File: src/rtl/uart_pkg.sv
// uart_pkg: state encodings and baud constants shared by the UART TX and RX sides.
package uart_pkg;

    typedef enum logic [1:0] {
        IDLE  = 2'd0,
        START = 2'd1,
        DATA  = 2'd2,
        STOP  = 2'd3
    } tx_state_t;

    // 50 MHz / (19200 baud * 16 oversample)
    localparam int BAUD_DIV_DEF = 163;
    localparam int N_TICKS_DEF  = 16;

    // Counter width that stays legal when the count range collapses to a single value.
    function automatic int cnt_w(input int n);
        return (n > 1) ? $clog2(n) : 1;
    endfunction

endpackage

File: src/rtl/baud_tick_gen.sv
// baud_tick_gen: one-cycle oversample tick every BAUD_DIV clocks, restartable by i_clear.
module baud_tick_gen
    import uart_pkg::*;
#(
    parameter int BAUD_DIV = BAUD_DIV_DEF
) (
    input  logic i_clk,
    input  logic i_rst_n,
    input  logic i_clear,
    output logic o_tick
);

    localparam int CW = cnt_w(BAUD_DIV);
    localparam logic [CW-1:0] LAST = CW'(BAUD_DIV - 1);

    logic [CW-1:0] cnt;

    assign o_tick = (cnt == LAST);

    always_ff @(posedge i_clk or negedge i_rst_n) begin
        if (!i_rst_n)
            cnt <= '0;
        else
            cnt <= (i_clear || o_tick) ? '0 : cnt + 1'b1;
    end

endmodule

File: src/rtl/alu_result_uart_tx.sv
// alu_result_uart_tx: serialises each accepted ALU result as one 8N1-style UART frame.
module alu_result_uart_tx
    import uart_pkg::*;
#(
    parameter int NB_DATA  = 8,
    parameter int BAUD_DIV = BAUD_DIV_DEF,
    parameter int N_TICKS  = N_TICKS_DEF,
    parameter int N_STOP   = 1
) (
    input  logic               i_clk,
    input  logic               i_rst_n,
    input  logic [NB_DATA-1:0] i_result,
    input  logic               i_valid,
    output logic               o_ready,
    output logic               o_tx,
    output logic               o_busy,
    output logic               o_done
);

    localparam int TW = cnt_w(N_STOP * N_TICKS);
    localparam int BW = cnt_w(NB_DATA);
    localparam logic [TW-1:0] BIT_LAST  = TW'(N_TICKS - 1);
    localparam logic [TW-1:0] STOP_LAST = TW'(N_STOP * N_TICKS - 1);
    localparam logic [BW-1:0] DATA_LAST = BW'(NB_DATA - 1);

    tx_state_t          state, state_n;
    logic [TW-1:0]      tcnt, tcnt_n;
    logic [BW-1:0]      bcnt, bcnt_n;
    logic [NB_DATA-1:0] shreg, shreg_n;
    logic               tx_n, tick, accept;

    assign o_ready = (state == IDLE);
    assign o_busy  = (state != IDLE);
    assign accept  = i_valid && o_ready;

    // Clearing on accept aligns every bit boundary to the acceptance edge.
    baud_tick_gen #(.BAUD_DIV(BAUD_DIV)) u_tick (
        .i_clk   (i_clk),
        .i_rst_n (i_rst_n),
        .i_clear (accept),
        .o_tick  (tick)
    );

    always_comb begin
        state_n = state;
        tcnt_n  = tcnt;
        bcnt_n  = bcnt;
        shreg_n = shreg;
        o_done  = 1'b0;
        case (state)
            IDLE: if (i_valid) begin
                shreg_n = i_result;
                tcnt_n  = '0;
                bcnt_n  = '0;
                state_n = START;
            end
            START: if (tick) begin
                tcnt_n  = (tcnt == BIT_LAST) ? '0 : tcnt + 1'b1;
                state_n = (tcnt == BIT_LAST) ? DATA : START;
            end
            DATA: if (tick) begin
                if (tcnt == BIT_LAST) begin
                    tcnt_n  = '0;
                    shreg_n = shreg >> 1;
                    bcnt_n  = bcnt + 1'b1;
                    state_n = (bcnt == DATA_LAST) ? STOP : DATA;
                end else begin
                    tcnt_n = tcnt + 1'b1;
                end
            end
            STOP: if (tick) begin
                o_done  = (tcnt == STOP_LAST);
                tcnt_n  = (tcnt == STOP_LAST) ? '0 : tcnt + 1'b1;
                state_n = (tcnt == STOP_LAST) ? IDLE : STOP;
            end
            default: state_n = IDLE;
        endcase
        // Line level is derived from the next state so o_tx can be a plain flop.
        tx_n = (state_n == START) ? 1'b0 : (state_n == DATA) ? shreg_n[0] : 1'b1;
    end

    always_ff @(posedge i_clk or negedge i_rst_n) begin
        if (!i_rst_n) begin
            state <= IDLE;
            tcnt  <= '0;
            bcnt  <= '0;
            shreg <= '0;
            o_tx  <= 1'b1;
        end else begin
            state <= state_n;
            tcnt  <= tcnt_n;
            bcnt  <= bcnt_n;
            shreg <= shreg_n;
            o_tx  <= tx_n;
        end
    end

endmodule

File: config.mk
export PLATFORM = sky130hd
export DESIGN_NAME = alu_result_uart_tx
export DESIGN_NICKNAME = d
export VERILOG_FILES = /design/src/rtl/uart_pkg.sv /design/src/rtl/baud_tick_gen.sv /design/src/rtl/alu_result_uart_tx.sv
export SDC_FILE = /design/constraint.sdc
export NUM_CORES = 1
export LEC_CHECK = 0
export BUFFER_PORTS_ARGS = -buffer_cell sky130_fd_sc_hd__buf_2
export CORE_ASPECT_RATIO = 0.8
export CORE_MARGIN = 5
export CORE_UTILIZATION = 50
export CTS_CLUSTER_DIAMETER = 50
export DETAILED_ROUTE_END_ITERATION = 7
export GPL_TIMING_DRIVEN = 0
export PLACE_DENSITY = 0.79
export SLEW_MARGIN = 20
export SYNTH_ARGS = -nofsm -noshare
export SYNTH_HDL_FRONTEND = slang
export SYNTH_HIERARCHICAL = 1
export SYNTH_SLANG_ARGS = --single-unit
File: constraint.sdc
create_clock -name i_clk -period 3.3 [get_ports i_clk]
set_clock_uncertainty 0.15 [all_clocks]
set_input_delay 0.495 -clock i_clk [delete_from_list [all_inputs] [get_ports i_clk]]
set_output_delay 0.495 -clock i_clk [all_outputs]
set_load 0.01 [all_outputs]
* Yosys cells after proc, flatten, opt, wreduce, memory -nomap -nowiden
Cells that the tools add are included.
** Operators by class
- Mux-type cells :: 26
- Add/subtract/negate cells :: 3
- Order comparisons :: 0
- $mul :: 0
- Reductions and logical operators :: 8
- Divide/modulo/power cells :: 0
- Shifts and indexed selects :: 0
- Equality and inequality tests :: 12
- Bitwise gates (word level) :: 0
** Operator list (count)
- two-way mux 8 bit :: 4
- case mux 8 bit (2 select lines) :: 1
- two-way mux 2 bit :: 7
- two-way mux 4 bit :: 3
- two-way mux 3 bit :: 3
- adder 8 x 1 -> 8 bit, second input constant :: 1
- equality test 8 bit, second input constant :: 1
- case mux 2 bit (4 select lines) :: 1
- case mux 4 bit (2 select lines) :: 1
- equality test 2 bit, second input constant :: 3
- case mux 3 bit (2 select lines) :: 1
- two-way mux 1 bit :: 5
- adder 4 x 1 -> 4 bit, second input constant :: 1
- equality test 2 x 1 -> 1 bit, second input constant :: 2
- equality test 4 bit, second input constant :: 1
- inequality test 2 x 1 -> 1 bit, second input constant :: 2
- inequality test 2 bit, second input constant :: 2
- AND reduction 4 bit :: 1
- nonzero test 2 bit :: 2
- adder 3 x 1 -> 3 bit, second input constant :: 1
- equality test 3 bit, second input constant :: 1
- OR reduction 3 bit :: 1
- logical NOT 2 bit :: 1
- AND reduction 2 bit :: 1
- other kinds (2) :: 2
** Storage, ports and cells
- Memories kept :: 0
- Bits in registers :: 26
- Output and inout port bits :: 4
- Word-level logic and storage cells :: 56
- Bits in latches :: 0
- Bits in read-only memories :: 0
- RAM bits :: 0
- Input bits :: 11

* Longest topological paths before layout
Gate-level depths: netlist (run 1).
- Depth after elaboration :: 8
- Gate-level depth with buffers :: 10
- Mapped depth without buffers :: 9

* Cells and area by module
The synthesis (run 1) kept the hierarchy.
** Modules (own cells, without submodules)
- alu_result_uart_tx :: area each 957.2 sq um, cells each 86, times used 1, seq. area each 451.7 sq um
- baud_tick_gen :: area each 425.4 sq um, cells each 43, times used 1, seq. area each 200.2 sq um

* Worst setup path before layout (run 1)
Ideal clock, no wire load.
- Kind :: flip-flop to output port
- Start :: reg u_tick.cnt[0]
- End :: out o_done
- Buffers on the path :: 0
- Data required time :: 2.655 ns
- Data arrival time :: 1.628 ns
- Cell stages (with the launch flop) :: 8
- Slack :: 1.027 ns
- Path through :: dfrtp_1 -> inv_1 -> ha_1 -> nor4b_2 -> and3_1 -> and2_1 -> and4_1 -> and3_1
** Between the ends
- Cells in the longest elaborated chain, start to end :: 3
** RTL lines
- start, declared :: line baud_tick_gen.sv:16 : logic [CW-1:0] cnt;
- start signal, assigned :: line baud_tick_gen.sv:24 : cnt <= (i_clear || o_tick) ? '0 : cnt + 1'b1;
- equality test 8 bit :: line baud_tick_gen.sv:18 : assign o_tick = (cnt == LAST);
- net tick :: line alu_result_uart_tx.sv:30 : logic tx_n, tick, accept;
- two-way mux 1 bit :: line alu_result_uart_tx.sv:71 : STOP: if (tick) begin
- two-way mux 1 bit :: line alu_result_uart_tx.sv:50 : case (state)
- end, declared :: line alu_result_uart_tx.sv:17 : output logic o_done
The timed path passes the listed nets, and every way through them passes these cells.

* Final worst setup path (run 1)
Ends and elaborated chain as after synthesis.

==> results_dict.tcl, run 1 <==
set metrics [dict create \
    outcome "finished, violations left" \
    violations "negative hold slack" \
    die_x_um 68.8 \
    power_leakage_nw 0.757 \
    tns_ns 0 \
    tightestPinTransition_ns 0.581 \
    grt.total_usage_pct 15.8 \
    avgSynthCellArea_um2 10.7 \
    synth-seq-cells 26 \
    synth_compound_area_share_pct 20.3 \
    yosysSeqAreaShare_pct 47.1 \
    power_density_nw_per_um2 549 \
    maxSlewHeadroom_pct 61.3 \
    fmax_mhz 338 \
    synthDistinctLibCells 41 \
    dieArea_um2 3920 \
    cts_buffers 3 \
    synth-adder-area-share_pct 4.52 \
    rsz0062_at_grt "false" \
    grt_first_pass_wirelength_mm 4.64 \
    vdd_drop_max_uv 343 \
    synth_most_common_cell "dfrtp_1" \
    num_rows 17 \
    grt_pass1_vias 1023 \
    grt_max_degree 27 \
    coreArea_um2 2700 \
    worstPathRequired_ns 2.65 \
    yosys_warnings 6 \
    clk_pin_slew_ns 0.13 \
    synth_top_family_by_area "compound AO/OA/AOI/OAI gates" \
    cts_setup_buffers 0 \
    cts_buffer_depth 2 \
    netlist_area_um2 1380 \
    grt-ovfl-total 0 \
    synth_edf_count 0 \
    avgRoutedWirePerCell_um 14.0 \
    setup_slack_ns 0.338 \
    dp_hpwl_mm 1.93 \
    synth_mux_area_share_pct 2.26 \
    synthCells 129 \
    via_count 1001 \
    start_util_pct 51.2 \
    cts_tree "built" \
    start_kind "flop" \
    hold_class "in -> async" \
    drt_first_pass_iters 4 \
    hold_viol_final 6 \
    via_per_inst 5.41 \
    cts_root_buf "clkbuf_4" \
    yosys.area_share.simple_pct 19.4 \
    n_antenna_cell 0 \
    portBuffers 14 \
    yosysTopAreaCell "dfrtp_1" \
    routed_wl_mm 2.59 \
    fin_hold_ws_ns -0.00138 \
    pre_cts_slack_ns 0.743 \
    antenna_found_initial 0 \
    slew_viol_final 0 \
    drc 0 \
    dpl-instance-area_um2 1500 \
    synth_flop_cell "dfrtp_1" \
    synthXorXnorAreaFrac_pct 2.53 \
    drive_above_1_share_pct 21.8 \
    period_share_pct 89.8 \
    dr.first_iter.drc_count 24 \
    ios 15 \
    fin_crit_ns 2.96 \
    cts.sinks 26 \
    synth_common_cells "dfrtp_1 (25), nand2_1 (13), nor2_1 (10)" \
    crit_type "reg -> out" \
    cts_hold_buf 0 \
    path_max_fanout 6 \
    ant_nets 0 \
    drv_cap 0 \
    cp-end-kind "output port" \
    gp_congestion 0.735 \
    fin_nets 164 \
    clk_latency_ns 0.32 \
    die_h_um 57.0 \
    setup_viol 0 \
    synthTopCellsByArea "dfrtp_1 (45%), a22o_1 (5.1%), ha_1 (4.5%), a21o_1 (3.8%), nand2_1 (3.5%)" \
    post_cts_resized 0 \
    power_uw 844 \
    finalInstanceArea_um2 1540 \
    synth_fp_nets 145 \
    synth_top_area_share_pct 45.2 \
    critPathArrivalTime_ns 2.32 \
    synthToLayoutAreaGrowth_pct 11.1 \
    htreeDepth 1 \
    async_flop_share_pct 100 \
]
## logic make-up after synthesis
family / after synthesis
mux: 3
simple gates: 48
compound gates: 34
xor+xnor: 4
flops: 26
buf+inv: 9
fa+ha+maj: 5
## worst paths after layout
check	startpoint	end	slack [ns]	cells after the start
worst max-delay path	u_tick/cnt[0]$_DFF_PN0_	o_done	0.34	8
worst min-delay path	i_rst_n	u_tick/cnt[1]$_DFF_PN0_	-0.001	1
worst max register to register	u_tick/cnt[0]$_DFF_PN0_	o_tx$_DFF_PN1_	0.84	9
worst min register to register	shreg[1]$_DFFE_PN0P_	shreg[1]$_DFFE_PN0P_	0.33	1
max in group asynchronous	i_rst_n	o_tx$_DFF_PN1_	2.63	1
min in group i_clk	i_result[7]	shreg[7]$_DFFE_PN0P_	0.21	3
## cell type report
type	instances	area, um2
Buffer	4	35.0
Clock buffer	4	36.3
Fill cell	249	1160
Inverter	5	18.8
Multi-Input combinational cell	94	677
Sequential cell	26	652
Tap cell	38	47.5
Timing Repair Buffer	14	70.1
## routing by layer
| metal | wire (um) | GRT usage (%) | vias to the layer above | part of all wire, % |
|---|---|---|---|---|
| met5 | 0 | 0 | - | 0 |
| met4 | 62 | 7.50 | 0 | 2.4 |
| met3 | 93 | 2.76 | 5 | 3.6 |
| met2 | 1250 | 24.9 | 14 | 48 |
| met1 | 1190 | 20.9 | 478 | 46 |
| li1 | - | - | 504 | - |
## flip-flops by register name, indices dropped and copies added, names as in the netlist
| name | flops |
|---|---|
| tcnt | 4 |
| o_tx | 1 |
| state | 2 |
| shreg | 8 |
| bcnt | 3 |
| u_tick/cnt | 8 |
## report_power, final
| group | internal [mW] | total (mW) | leakage, nW | switching (mW) |
|---|---|---|---|---|
| registers | 0.397 | 0.486 | 0.316 | 0.0895 |
| logic | 0.105 | 0.197 | 0.420 | 0.0926 |
| clock network | 0.0676 | 0.160 | 0.0210 | 0.0928 |
| total | 0.569 | 0.844 | 0.757 | 0.275 |
## cell usage in the layout (no fill, tap or decap), types with 4 or more instances in the layout
cell type,instances
nand2_1,13
and2_1,4
ha_1,5
a21o_1,7
o21ai_0,5
inv_1,4
a22o_1,8
nor2_1,10
nand3_1,5
dfrtp_1,25
buf_2,15
## stage by stage
stage | hold slack [ns] | instances | util (%)
detailed placement | 0.309 | 181 | 55.5
finish | -0.00138 | 185 | 56.9
floorplan | 0.0494 | 129 | -
global route | 0.0184 | 185 | 56.9
CTS | 0.00736 | 185 | 56.9
global placement | 0.308 | 181 | 55.5
## worst max-delay path, cell delays in order, from the launching register on
cell and delay (ns):
dfrtp_1 0.45, inv_1 0.07, ha_1 0.15, nor4b_2 0.31, and3_1 0.23, and2_1 0.18
and4_1 0.30, and3_1 0.18, buf_2 0.12
Note: power is estimated with default switching activity, not from simulation.
==> run 2: changes to the inputs <==
--- a/config.mk
+++ b/config.mk
@@ -12,7 +12,7 @@
 export CTS_CLUSTER_DIAMETER = 50
 export DETAILED_ROUTE_END_ITERATION = 7
 export GPL_TIMING_DRIVEN = 0
-export PLACE_DENSITY = 0.79
+export PLACE_DENSITY = 0.81
 export SLEW_MARGIN = 20
 export SYNTH_ARGS = -nofsm -noshare
 export SYNTH_HDL_FRONTEND = slang
==> constraint.sdc (replaced) <==
create_clock -name i_clk -period 2.6 [get_ports i_clk]
set_clock_uncertainty 0.15 [all_clocks]
set_input_delay 0.39 -clock i_clk [delete_from_list [all_inputs] [get_ports i_clk]]
set_output_delay 0.39 -clock i_clk [all_outputs]
set_load 0.01 [all_outputs]
==> run 2 against run 1 <==
The run now ends clean. Combinational power up 52%. Global-route usage down 1.1 points. Critical path depth unchanged. Die area unchanged. First-iteration DRC count up 25%. Critical path type unchanged. Flip-flop and latch count unchanged. Power up 42%. Setup slack worse by 0.28 ns. Sequential power up 28%. Utilization up 3.6 points.
==> results_dict.tcl, run 2 (synthesized netlist as in run 1, its figures left out) <==
set metrics [dict create \
    via_count 1015 \
    rsz0062_at_grt "true" \
    max_stage_delay_ns 0.41 \
    path_max_fanout 4 \
    start_kind "flop" \
    dr_wl_met3_um 109 \
    slew_viol_final 0 \
    pre_cts_slack_ns 0.170 \
    start_util_pct 51.2 \
    cp-end-kind "output port" \
    critical_path.cell_chain "inv_1 -> ha_2 -> nor4b_4 -> and3_4 -> and2_4 -> and4_4 -> and3_4 -> buf_6" \
    power_density_nw_per_um2 734 \
    hold_class "in -> reg" \
    slowest_stage "dfrtp_1" \
    htreeDepth 1 \
    die_x_um 68.8 \
    avgRoutedWirePerCell_um 13.2 \
    cts.sinks 26 \
    routed_wl_mm 2.52 \
    cts_buffers 3 \
    fin_nets 170 \
    grt.total_usage_pct 14.7 \
    mostFrequentLayoutCells "dfrtp_1 (25), buf_2 (14), nand2_1 (13), nor2_1 (10), a22o_1 (8)" \
    nFillCells 221 \
    grt-ovfl-total 0 \
    dpl-instance-area_um2 1500 \
    synthToLayoutAreaGrowth_pct 18.1 \
    setup_slack_ns 0.0543 \
    die_h_um 57.0 \
    cts_tree "built" \
    drive_above_1_share_pct 27.5 \
    dieArea_um2 3920 \
    clk_pin_slew_ns 0.14 \
    cp_common_cell "and3_4" \
    vdd_drop_max_uv 416 \
    outcome "completed" \
    drt_first_pass_iters 4 \
    antenna_found_initial 0 \
    register_area_um2 652 \
    n_antenna_cell 0 \
    met1_length_mm 1.26 \
    worstPathRequired_ns 2.06 \
    num_rows 17 \
    hold_viol_final 0 \
    grt_first_pass_wirelength_mm 4.49 \
    cts_buffer_depth 2 \
    ant_nets 0 \
    clk_latency_ns 0.32 \
    coreArea_um2 2700 \
    tightestPinTransition_ns 0.574 \
    mostFrequentLayoutCell "dfrtp_1" \
    gp_congestion 0.707 \
    routed.top_layer "met4" \
    cts_root_buf "clkbuf_4" \
    grt_max_degree 27 \
    finalInstanceArea_um2 1630 \
    setup_viol 0 \
    drc 0 \
    power_leakage_nw 0.795 \
    portBuffers 14 \
    drv_cap 0 \
    dp_hpwl_mm 1.79 \
    maxSlewHeadroom_pct 61.7 \
    largest_registers "shreg: 8 flops, u_tick/cnt: 8 flops, tcnt: 4 flops" \
    crit_type "reg -> out" \
    dr.first_iter.drc_count 30 \
    wl_met2_mm 1.15 \
    fin_crit_ns 2.55 \
    multiInputGateArea_um2 703 \
    grt_pass1_vias 998 \
    critPathArrivalTime_ns 2.01 \
    via_per_inst 5.31 \
    fmax_mhz 393 \
    period_share_pct 97.9 \
    ios 15 \
]
==> run 2: repair_timing <==
item,CTS,global route
setup buffers,2,3
setup endpoints to repair,1,1
gates resized for setup,4,4
hold endpoints to repair,25,0
pin swaps,0,2
cloned,0,0
hold buffers,1,0
==> run 2: worst paths after layout <==
path,depth (start not counted),from,to,slack [ns]
min,3,i_result[7],shreg[7]$_DFFE_PN0P_,0.14
min in group asynchronous,2,i_rst_n,u_tick/cnt[3]$_DFF_PN0_,0.42
max in group asynchronous,2,i_rst_n,state[0]$_DFF_PN0_,1.50
min reg2reg,1,shreg[1]$_DFFE_PN0P_,shreg[1]$_DFFE_PN0P_,0.34
max,8,u_tick/cnt[0]$_DFF_PN0_,o_done,0.05
max reg2reg,9,u_tick/cnt[1]$_DFF_PN0_,o_tx$_DFF_PN1_,0.30
==> run 2: final cells by class <==
class,instances,share of cell area [%]
clock buffers,3,1.38
repair buffers,20,7.59
flip-flops and latches,26,39.9
multi-input cells,94,43.1
clock inverters,1,1.84
well taps,38,2.91
plain buffers,4,2.15
inverters,5,1.15
==> run 2: where the power goes <==
group	switching (mW)	internal, mW
sequential	0.117	0.504
clock	0.122	0.156
combinational	0.134	0.166
==> run 2: routing by layer <==
metal  vias to the layer above  GRT usage [%]
met2                        15           22.7
li1                        512              -
met1                       486           20.9
met5                         -              0
met4                         0           1.67
met3                         2           4.72
==> run 2: metrics by stage <==
step / TNS [ns] / power, mW / hold WS, ns / util [%] / cells
final: 0 / 1.20 / 0.142 / 60.4 / 191
after global routing: -0.0812 / 1.29 / 0.151 / 60.4 / 191
after CTS: 0 / 1.19 / 0.143 / 58.9 / 188
after detailed placement: 0 / 0.875 / 0.273 / 55.5 / 181
after global placement: 0 / 0.844 / 0.267 / 55.5 / 181
after floorplan: 0 / 0.794 / -0.0556 / - / 129
==> run 2: critical path: cells and delay by family, from the launching register on <==
| kind | cells | cell delay (ns) |
|---|---|---|
| buffers and inverters | 2 | 0.15 |
| and+or+nand+nor | 5 | 0.96 |
| adders and majority gates | 1 | 0.16 |
| DFF | 1 | 0.41 |
